`src/rtl/rvlab_jtag_tap.sv`:
```
// rvlab_jtag_tap: JTAG TAP with RISC-V DTM, every JTAG pin oversampled on clk_i.
// Define RVLAB_JTAG_TAP_DMI_EN to enable the DMI register and the DMI ports.
//
// DMI handshakes: a transfer happens on a clk_i edge where valid and ready are
// both 1; valid holds with a stable payload until then, and ready may be anything.
module rvlab_jtag_tap #(
  parameter logic [31:0] IDCODE      = 32'h1BEE_F001,
  parameter int unsigned ABITS       = 7,
  parameter int unsigned SYNC_STAGES = 2
) (
  input  logic             clk_i,
  input  logic             rst_ni,
  input  logic             jtag_tck_i,
  input  logic             jtag_tms_i,
  input  logic             jtag_tdi_i,
  input  logic             jtag_trst_ni,
  output logic             jtag_tdo_o,
  output logic             dmi_req_valid_o,
  input  logic             dmi_req_ready_i,
  output logic [ABITS-1:0] dmi_req_addr_o,
  output logic [31:0]      dmi_req_data_o,
  output logic [1:0]       dmi_req_op_o,
  input  logic             dmi_rsp_valid_i,
  output logic             dmi_rsp_ready_o,
  input  logic [31:0]      dmi_rsp_data_i,
  input  logic [1:0]       dmi_rsp_resp_i
);
  localparam int unsigned DRW = ABITS + 34;
  localparam int unsigned SW  = $clog2(DRW);

  typedef enum logic [3:0] {
    TLR, RTI, SEL_DR, CAP_DR, SHIFT_DR, EXIT1_DR, PAUSE_DR, EXIT2_DR, UPD_DR,
    SEL_IR, CAP_IR, SHIFT_IR, EXIT1_IR, PAUSE_IR, EXIT2_IR, UPD_IR
  } tap_state_e;

  typedef enum logic [1:0] {DR_BYPASS, DR_IDCODE, DR_DTMCS, DR_DMI} dr_sel_e;

  logic [SYNC_STAGES-1:0] tck_sync_q, tms_sync_q, tdi_sync_q, trst_sync_q;
  logic                   tck_prev_q;
  logic                   tck_s, tms_s, tdi_s, trst_s, tck_rise, tck_fall;

  always_ff @(posedge clk_i or negedge rst_ni) begin
    if (!rst_ni) begin
      tck_sync_q  <= '0;
      tms_sync_q  <= '1;
      tdi_sync_q  <= '0;
      trst_sync_q <= '0;
      tck_prev_q  <= 1'b0;
    end else begin
      tck_sync_q  <= SYNC_STAGES'({tck_sync_q, jtag_tck_i});
      tms_sync_q  <= SYNC_STAGES'({tms_sync_q, jtag_tms_i});
      tdi_sync_q  <= SYNC_STAGES'({tdi_sync_q, jtag_tdi_i});
      trst_sync_q <= SYNC_STAGES'({trst_sync_q, jtag_trst_ni});
      tck_prev_q  <= tck_s;
    end
  end

  assign tck_s    = tck_sync_q[SYNC_STAGES-1];
  assign tms_s    = tms_sync_q[SYNC_STAGES-1];
  assign tdi_s    = tdi_sync_q[SYNC_STAGES-1];
  assign trst_s   = trst_sync_q[SYNC_STAGES-1];
  assign tck_rise = tck_s & ~tck_prev_q;
  assign tck_fall = ~tck_s & tck_prev_q;

  tap_state_e     state_q, state_d, state_nxt;
  logic [4:0]     ir_q, ir_d;
  logic [DRW-1:0] sr_q, sr_d, sr_shifted, dmi_cap;
  logic           tdo_q, tdo_d;
  dr_sel_e        dr_sel;
  logic [SW-1:0]  shift_msb;
  logic [31:0]    dtmcs_cap;
  logic [1:0]     dmistat;
  logic [5:0]     abits_rep;

  always_comb begin
    case (ir_q)
      5'h01:   dr_sel = DR_IDCODE;
      5'h10:   dr_sel = DR_DTMCS;
`ifdef RVLAB_JTAG_TAP_DMI_EN
      5'h11:   dr_sel = DR_DMI;
`endif
      default: dr_sel = DR_BYPASS;
    endcase
  end

  assign dtmcs_cap = {14'b0, 2'b0, 1'b0, 3'd1, dmistat, abits_rep, 4'd1};

  // The shared shift register takes TDI at the MSB of the active length only.
  always_comb begin
    shift_msb = '0;
    if (state_q == SHIFT_IR) begin
      shift_msb = SW'(4);
    end else begin
      case (dr_sel)
        DR_IDCODE, DR_DTMCS: shift_msb = SW'(31);
        DR_DMI:              shift_msb = SW'(DRW - 1);
        default:             shift_msb = '0;
      endcase
    end
    sr_shifted            = {1'b0, sr_q[DRW-1:1]};
    sr_shifted[shift_msb] = tdi_s;
  end

  always_comb begin
    state_nxt = state_q;
    case (state_q)
      TLR:      state_nxt = tms_s ? TLR      : RTI;
      RTI:      state_nxt = tms_s ? SEL_DR   : RTI;
      SEL_DR:   state_nxt = tms_s ? SEL_IR   : CAP_DR;
      CAP_DR:   state_nxt = tms_s ? EXIT1_DR : SHIFT_DR;
      SHIFT_DR: state_nxt = tms_s ? EXIT1_DR : SHIFT_DR;
      EXIT1_DR: state_nxt = tms_s ? UPD_DR   : PAUSE_DR;
      PAUSE_DR: state_nxt = tms_s ? EXIT2_DR : PAUSE_DR;
      EXIT2_DR: state_nxt = tms_s ? UPD_DR   : SHIFT_DR;
      UPD_DR:   state_nxt = tms_s ? SEL_DR   : RTI;
      SEL_IR:   state_nxt = tms_s ? TLR      : CAP_IR;
      CAP_IR:   state_nxt = tms_s ? EXIT1_IR : SHIFT_IR;
      SHIFT_IR: state_nxt = tms_s ? EXIT1_IR : SHIFT_IR;
      EXIT1_IR: state_nxt = tms_s ? UPD_IR   : PAUSE_IR;
      PAUSE_IR: state_nxt = tms_s ? EXIT2_IR : PAUSE_IR;
      EXIT2_IR: state_nxt = tms_s ? UPD_IR   : SHIFT_IR;
      UPD_IR:   state_nxt = tms_s ? SEL_DR   : RTI;
      default:  state_nxt = TLR;
    endcase
  end

  always_comb begin
    state_d = state_q;
    ir_d    = ir_q;
    sr_d    = sr_q;
    tdo_d   = tdo_q;
    if (!trst_s) begin
      state_d = TLR;
      ir_d    = 5'h01;
    end else begin
      if (state_q == TLR) ir_d = 5'h01;
      if (tck_rise) begin
        state_d = state_nxt;
        case (state_q)
          CAP_IR:             sr_d = DRW'(5'b00001);
          SHIFT_IR, SHIFT_DR: sr_d = sr_shifted;
          UPD_IR:             ir_d = sr_q[4:0];
          CAP_DR: begin
            case (dr_sel)
              DR_IDCODE: sr_d = DRW'(IDCODE);
              DR_DTMCS:  sr_d = DRW'(dtmcs_cap);
              DR_DMI:    sr_d = dmi_cap;
              default:   sr_d = '0;
            endcase
          end
          default: ;
        endcase
      end
      if (tck_fall) tdo_d = (state_q == SHIFT_IR || state_q == SHIFT_DR) ? sr_q[0] : 1'b0;
    end
  end

  always_ff @(posedge clk_i or negedge rst_ni) begin
    if (!rst_ni) begin
      state_q <= TLR;
      ir_q    <= 5'h01;
      sr_q    <= '0;
      tdo_q   <= 1'b0;
    end else begin
      state_q <= state_d;
      ir_q    <= ir_d;
      sr_q    <= sr_d;
      tdo_q   <= tdo_d;
    end
  end

  assign jtag_tdo_o = tdo_q;

`ifdef RVLAB_JTAG_TAP_DMI_EN
  logic             req_valid_q, req_valid_d, pending_q, pending_d, discard_q, discard_d;
  logic [ABITS-1:0] req_addr_q, req_addr_d;
  logic [31:0]      req_data_q, req_data_d, rsp_data_q, rsp_data_d;
  logic [1:0]       req_op_q, req_op_d, dmistat_q, dmistat_d;
  logic             rsp_ready, rsp_hs, cap_stb, upd_stb;

  assign cap_stb   = tck_rise & trst_s & (state_q == CAP_DR);
  assign upd_stb   = tck_rise & trst_s & (state_q == UPD_DR);
  // discard_q keeps the response channel open for the reply orphaned by dmihardreset.
  assign rsp_ready = (pending_q & ~req_valid_q) | discard_q;
  assign rsp_hs    = dmi_rsp_valid_i & rsp_ready;
  assign dmistat   = dmistat_q;
  assign abits_rep = 6'(ABITS);
  assign dmi_cap   = {req_addr_q, rsp_data_q, pending_q ? 2'd3 : dmistat_q};

  always_comb begin
    req_valid_d = req_valid_q;
    req_addr_d  = req_addr_q;
    req_data_d  = req_data_q;
    req_op_d    = req_op_q;
    rsp_data_d  = rsp_data_q;
    dmistat_d   = dmistat_q;
    pending_d   = pending_q;
    discard_d   = discard_q;
    if (req_valid_q && dmi_req_ready_i) req_valid_d = 1'b0;
    if (rsp_hs) begin
      if (discard_q) begin
        discard_d = 1'b0;
      end else begin
        rsp_data_d = dmi_rsp_data_i;
        pending_d  = 1'b0;
        if (dmi_rsp_resp_i != 2'd0 && dmistat_q == 2'd0) dmistat_d = 2'd2;
      end
    end
    if (cap_stb && dr_sel == DR_DMI && pending_q) dmistat_d = 2'd3;
    if (upd_stb && dr_sel == DR_DTMCS) begin
      if (sr_q[16]) dmistat_d = 2'd0;
      if (sr_q[17]) begin
        dmistat_d   = 2'd0;
        pending_d   = 1'b0;
        req_valid_d = 1'b0;
        discard_d   = discard_q | (pending_q & ~req_valid_q & ~rsp_hs);
      end
    end
    if (upd_stb && dr_sel == DR_DMI && (sr_q[1:0] == 2'd1 || sr_q[1:0] == 2'd2)) begin
      if (!pending_q && dmistat_q == 2'd0) begin
        req_addr_d  = sr_q[DRW-1:34];
        req_data_d  = sr_q[33:2];
        req_op_d    = sr_q[1:0];
        req_valid_d = 1'b1;
        pending_d   = 1'b1;
      end else begin
        dmistat_d = 2'd3;
      end
    end
  end

  always_ff @(posedge clk_i or negedge rst_ni) begin
    if (!rst_ni) begin
      req_valid_q <= 1'b0;
      req_addr_q  <= '0;
      req_data_q  <= '0;
      req_op_q    <= '0;
      rsp_data_q  <= '0;
      dmistat_q   <= '0;
      pending_q   <= 1'b0;
      discard_q   <= 1'b0;
    end else begin
      req_valid_q <= req_valid_d;
      req_addr_q  <= req_addr_d;
      req_data_q  <= req_data_d;
      req_op_q    <= req_op_d;
      rsp_data_q  <= rsp_data_d;
      dmistat_q   <= dmistat_d;
      pending_q   <= pending_d;
      discard_q   <= discard_d;
    end
  end

  assign dmi_req_valid_o = req_valid_q;
  assign dmi_req_addr_o  = req_addr_q;
  assign dmi_req_data_o  = req_data_q;
  assign dmi_req_op_o    = req_op_q;
  assign dmi_rsp_ready_o = rsp_ready;
`else
  logic unused_dmi;
  assign unused_dmi      = ^{dmi_req_ready_i, dmi_rsp_valid_i, dmi_rsp_data_i, dmi_rsp_resp_i};
  assign dmistat         = 2'd0;
  assign abits_rep       = 6'd0;
  assign dmi_cap         = '0;
  assign dmi_req_valid_o = 1'b0;
  assign dmi_req_addr_o  = '0;
  assign dmi_req_data_o  = '0;
  assign dmi_req_op_o    = '0;
  assign dmi_rsp_ready_o = 1'b1;
`endif
endmodule

```
`config.mk`:
```
export PLATFORM = sky130hd
export DESIGN_NAME = rvlab_jtag_tap
export DESIGN_NICKNAME = d
export VERILOG_FILES = /design/src/rtl/rvlab_jtag_tap.sv
export SDC_FILE = /design/constraint.sdc
export NUM_CORES = 1
export LEC_CHECK = 0
export CORE_MARGIN = 1
export CORE_UTILIZATION = 45
export CTS_BUF_LIST = sky130_fd_sc_hd__clkbuf_4 sky130_fd_sc_hd__clkbuf_8
export CTS_CLUSTER_SIZE = 40
export DETAILED_ROUTE_END_ITERATION = 10
export PLACE_DENSITY = 0.89
export SETUP_SLACK_MARGIN = 0.4
export SYNTH_ARGS = -nofsm -noshare
export SYNTH_HDL_FRONTEND = slang
export SYNTH_SLANG_ARGS = --single-unit
```
`constraint.sdc`:
```
create_clock -name clk_i -period 2.2 [get_ports clk_i]
set_clock_uncertainty 0.05 [all_clocks]
set_input_delay 0.33 -clock clk_i [delete_from_list [all_inputs] [get_ports clk_i]]
set_output_delay 0.33 -clock clk_i [all_outputs]
set_load 0.05 [all_outputs]
```
### Yosys cells after proc, flatten, opt, wreduce, memory -nomap -nowiden

Cells that the tools add are included.

* reductions and logical operators: 11
* equal/unequal tests: 21
* bitwise gates (word level): 4
* $lt $le $gt $ge: 2
* muxes and demuxes: 28

Operator list (count)
* case mux 41 bit (3 select lines): 1
* case mux 29 bit (2 select lines): 1
* case mux 4 bit (12 select lines): 1
* bitwise mux 41 bit: 1
* equality test 4 bit (second input constant): 8
* 2-to-1 mux 4 bit: 6
* 2-to-1 mux 5 bit: 4
* equality test 4 x 3 -> 1 bit (second input constant): 4
* case mux 6 bit (2 select lines): 1
* equality test 4 x 2 -> 1 bit (second input constant): 2
* OR reduction 2 bit: 4
* < comparator 6 x 7 -> 1 bit (second input constant): 1
* demux 1 bit (select 6 bit): 1
* greater-or-equal comparator 6 x 1 -> 1 bit (second input constant): 1
* 2-to-1 mux 2 bit: 3
* 2-to-1 mux 3 bit: 2
* 2-to-1 mux 6 bit: 1
* equality test 5 x 1 -> 1 bit (second input constant): 1
* equality test 5 bit (second input constant): 1
* 2-to-1 mux 1 bit: 5
* equality test 2 bit (second input constant): 2
* equality test 4 x 1 -> 1 bit (second input constant): 1
* zero test 4 bit: 1
* case mux 2 bit (2 select lines): 1
* 10 further kinds: 12

* bits of input ports: 42
* output and inout port bits: 44
* register bits: 60

### Longest topological paths before layout

* depth in word-level cells: 12
* depth in mapped cells: 7
* gate-level depth less buffers: 4

### Least setup slack after synthesis

No wires, ideal clock.

* path kind: register -> register
* from: register state_q[0]
* to: register sr_q[32]
* data required time: 2.029 ns
* path buffers: 3
* arrival: 1.720 ns
* slack: 0.309 ns
* stages on the path, launching flop included: 8
* setup time: 0.121 ns
* cells stage by stage: dfrtp_1 > buf_6 > or4b_4 > o21ai_2 > nand3_4 > buf_6 > buf_6 > a22o_1

* longest elaborated chain between the ends: 8
* elaborated cells on any way between the ends: 15

Ends and longest elaborated chain
* start, declared: RTL line 65 `tap_state_e state_q, state_d, state_nxt;`
* start signal, assigned: RTL line 165 `state_q <= state_d;`
* equality test 4 bit: RTL line 91, 139
* 2-to-1 mux 6 bit: RTL line 91 `if (state_q == SHIFT_IR) begin`
* < comparator 6 x 7 -> 1 bit (not written as such) / greater-or-equal comparator 6 x 1 -> 1 bit (equally long branches): RTL line 101 `sr_shifted[shift_msb] = tdi_s;`
* logical AND 1 bit (not written as such): RTL line 101
* 2-to-1 mux 1 bit (not written as such): RTL line 101
* demux 1 bit (select 6 bit): RTL line 101
* bitwise mux 41 bit: RTL line 101
* case mux 41 bit (3 select lines): RTL line 139 `case (state_q)`
* end signal, assigned: RTL line 167 `sr_q <= sr_d;`
* end, declared: RTL line 67 `logic [DRW-1:0] sr_q, sr_d, sr_shifted, dmi_cap;`

Parallel ways exist; a longest one is shown, timed or not.
A chain may end at the register's enable or synchronous reset.

### Worst setup path after layout

* from: register state_q[3]
* to: register sr_q[18]

Same word-level chain as after synthesis.

==> results_dict.tcl <==
set metrics [dict create \
    outcome "finished, final reports clean" \
    max_cap_violations 0 \
    path_max_fanout 39 \
    fp-row-count 28 \
    cts-root-buf "clkbuf_8" \
    ys_async_sr_fraction_pct 100 \
    power.static_leakage_nw 1.51 \
    grt.met1_usage_pct 22.5 \
    arrival_ns 2.03 \
    synthDominantAreaCellType "dfrtp_1" \
    timing.final.crit_period_ns 1.86 \
    grt_remaining_overflow 0 \
    drt_pre_antenna_iters 4 \
    gpl.final_weighted_congestion 0.849 \
    combPwrFrac_pct 10.8 \
    timing.critical_path.required_ns 2.37 \
    dr.first_iter.drc_count 95 \
    detailed_route_wire_length_per_cell_um 15.8 \
    ys_warn_count 0 \
    die_y_um 82.1 \
    hold-path-endpoint "trst_sync_q[1]$_DFF_PN0_" \
    num_antenna_cells 0 \
    die_width_um 82.1 \
    synth.most_common_cell "dfrtp_1" \
    overall_routing_resource_usage_pct 17.5 \
    grt_use_met2_pct 26.8 \
    syn-cell-area_um2 2890 \
    holdCritStartpoint "trst_sync_q[0]$_DFF_PN0_" \
    reg2reg_from "state_q[3]$_DFFE_PN0P_" \
    cell_internal_pwr_w 0.00176 \
    drt-vias-per-instance 5.60 \
    largest_net_degree_at_the_start_of_global_routing 40 \
    seqCellArea_um2 1510 \
    ys_seq_elements 60 \
    htreeDepth 3 \
    num-nets-final 316 \
    synth_top_area_cells "dfrtp_1, buf_4, a22o_1, a221o_1, dfstp_2" \
    routed-via-count 1984 \
    synthCells 257 \
    power.total_w 0.00242 \
    hold_worst_slack_ns 0.298 \
    nFillCells 500 \
    dp_hpwl_mm 3.26 \
    timing_hold_violations_final 0 \
    flow.area_growth_from_synthesis_pct 12.0 \
    grt_pass1_wl_mm 8.56 \
    placeableCoreArea_um2 6060 \
    fmaxAchievable_mhz 538 \
    detail_route.drc_violations 0 \
    power.clock.fraction_pct 42.3 \
    multi_input_comb_area_um2 1110 \
    total_clock_sinks 60 \
    timing.critical_path.from_type "flip-flop" \
    cts-root-to-sink-buffers 2 \
    setup.worst_path.end_class "flip-flop" \
    hold_depth 0 \
    post_route_wl_mm 5.61 \
    slew-limit-headroom_pct 52.9 \
    period_share_pct 84.5 \
    worstPathBufferInverterCount 1 \
    reg2reg_slack_ns 0.34 \
    cpPeakStageDelay_ns 0.57 \
    critical_path_class "flip-flop to flip-flop" \
    drv_slew 0 \
    postSynth.topFlopCell "dfrtp_1" \
    avgSynthCellArea_um2 11.2 \
    synth.top_cell.area_share_pct 49.4 \
    fp.dieArea_um2 6740 \
    cts_tree "built" \
    antenna_found_initial 0 \
    critical_path.cell_chain "or4b_4 > o21ai_4 > nand3_4 > buf_12 > a221o_1" \
    initial_core_util_pct 47.6 \
    worstReg2RegEnd "sr_q[18]$_DFFE_PN0P_" \
    final-setup-viol-count 0 \
    net-switching-power_w 0.000665 \
    power_per_cell_area_nw_per_um2 749 \
    post_route_cells_drive_above_1_share_pct 17.9 \
    via_count_of_the_first_global_routing_pass 1764 \
    cts-buffers-inserted 9 \
    worst_ir_drop_vdd_mv 0.537 \
    synth.cells.most_frequent "dfrtp_1, buf_4, a22o_1" \
    timing.critical_path.slowest_stage_cell "or4b_4" \
    fin_setup_tns_ns 0 \
    worst-slew-pin-transition_ns 0.706 \
    globalRoute.busiestLayer "met2" \
    grt_util_met3_pct 5.82 \
    synth_enable_flop_cells 0 \
    num_ports 86 \
    worst_reg_to_reg_cells 5 \
    power.share.switching_pct 27.5 \
    part_of_the_total_power_dissipated_in_sequential_elements_pct 46.9 \
    setup_repair_after_global_routing_missed_its_margin "true" \
    path_clk_slew_ns 0.07 \
    synth.yosys.seq_area_share_pct 52.1 \
    place.port_buffers 6 \
    final_antenna_net_count 0 \
    min_path_type "flip-flop to flip-flop" \
    synth.lib_cells_used.distinct 49 \
    critPathTopFamily "simple AND/OR/NAND/NOR gates" \
    worst_skew_pair.late_latency_ns 0.34 \
]
==> state kept, by name, summed over array words and instances (netlist names) <==
| register | cells |
|---|---|
| ir_q | 5 |
| jtag_tdo_o | 1 |
| sr_q | 41 |
| state_q | 4 |
| tck_prev_q | 1 |
| tck_sync_q | 2 |
| tdi_sync_q | 2 |
| tms_sync_q | 2 |
| trst_sync_q | 2 |
==> placed cells by master (no fill, tap or decap), types with 3 or more instances in the layout <==
master,netlist,final
nand2_1,12,12
a21oi_1,10,9
buf_6,4,6
buf_4,45,9
conb_1,2,43
a22o_1,24,24
a31oi_1,4,4
dfrtp_1,57,57
nor2_1,4,4
a221o_1,13,13
o21ai_1,0,3
clkdlybuf4s50_1,0,4
nand3_1,6,6
o21ai_0,11,8
inv_1,3,3
buf_12,0,3
nor3_1,5,5
clkbuf_8,0,11
dfstp_2,3,3
==> routing by layer <==
| metal | wire, µm | vias up |
|---|---|---|
| met4 | 46 | 0 |
| met3 | 260 | 4 |
| li1 | - | 895 |
| met2 | 2780 | 70 |
| met5 | 0 | - |
| met1 | 2520 | 1015 |
==> final cells by class <==
type                    count  share of cell area, %
clock buffers              12                   4.91
clock inverters             4                   1.47
inverters                   3                  0.348
multi-input cells         173                   34.3
flip-flops and latches     60                   46.5
well taps                  75                   2.90
repair buffers             27                   9.55
==> power by group through the flow <==
stage	clock (W)	sequential (W)	combinational, W
floorplan	0	0.00115	0.000272
global placement	0	0.00115	0.000250
detailed placement	0	0.00116	0.000254
CTS	0.00103	0.00114	0.000256
global route	0.00108	0.00114	0.000282
finish	0.00102	0.00114	0.000262
==> cell families (layout without fill, tap and decap cells) <==
logic type,Yosys count,after routing,synth area share [%]
xor+xnor,2,2,0.607
flops,60,60,52.1
buf+inv,65,46,15.7
compound gates,77,77,20.6
mux,1,1,0.390
simple gates,50,50,10.4
other cells,2,43,0.260
==> timing repair <==
| action | in CTS | in global routing |
|---|---|---|
| resized for setup | 1 | 10 |
| endpoints found under the hold margin | 26 | 0 |
| pin swaps | 0 | 1 |
| hold buffers | 1 | 0 |
| gates cloned | 0 | 6 |
| buffers inserted | 0 | 4 |
| setup endpoints to repair | 14 | 42 |
==> stage by stage <==
stage	util [%]	cells	area [µm²]	setup WS [ns]
6_report	53.4	354	3240	0.341
5_1_grt	53.4	354	3240	0.307
2_1_floorplan	-	298	3050	0.360
3_3_place_gp	47.4	327	2870	0.354
4_1_cts	50.9	344	3090	0.326
3_5_place_dp	47.4	327	2870	0.340
==> worst max path at each step <==
stage,cells past startpoint,end,slack (ns),from
global route,5,sr_q[22]$_DFFE_PN0P_,0.31,state_q[3]$_DFFE_PN0P_
CTS,5,sr_q[25]$_DFFE_PN0P_,0.33,state_q[1]$_DFFE_PN0P_
detailed placement,5,sr_q[25]$_DFFE_PN0P_,0.34,state_q[1]$_DFFE_PN0P_
finish,5,sr_q[18]$_DFFE_PN0P_,0.34,state_q[3]$_DFFE_PN0P_
floorplan,7,sr_q[39]$_DFFE_PN0P_,0.36,state_q[0]$_DFFE_PN0P_
global placement,5,sr_q[25]$_DFFE_PN0P_,0.35,state_q[1]$_DFFE_PN0P_
(Power assumes the default switching activity.)
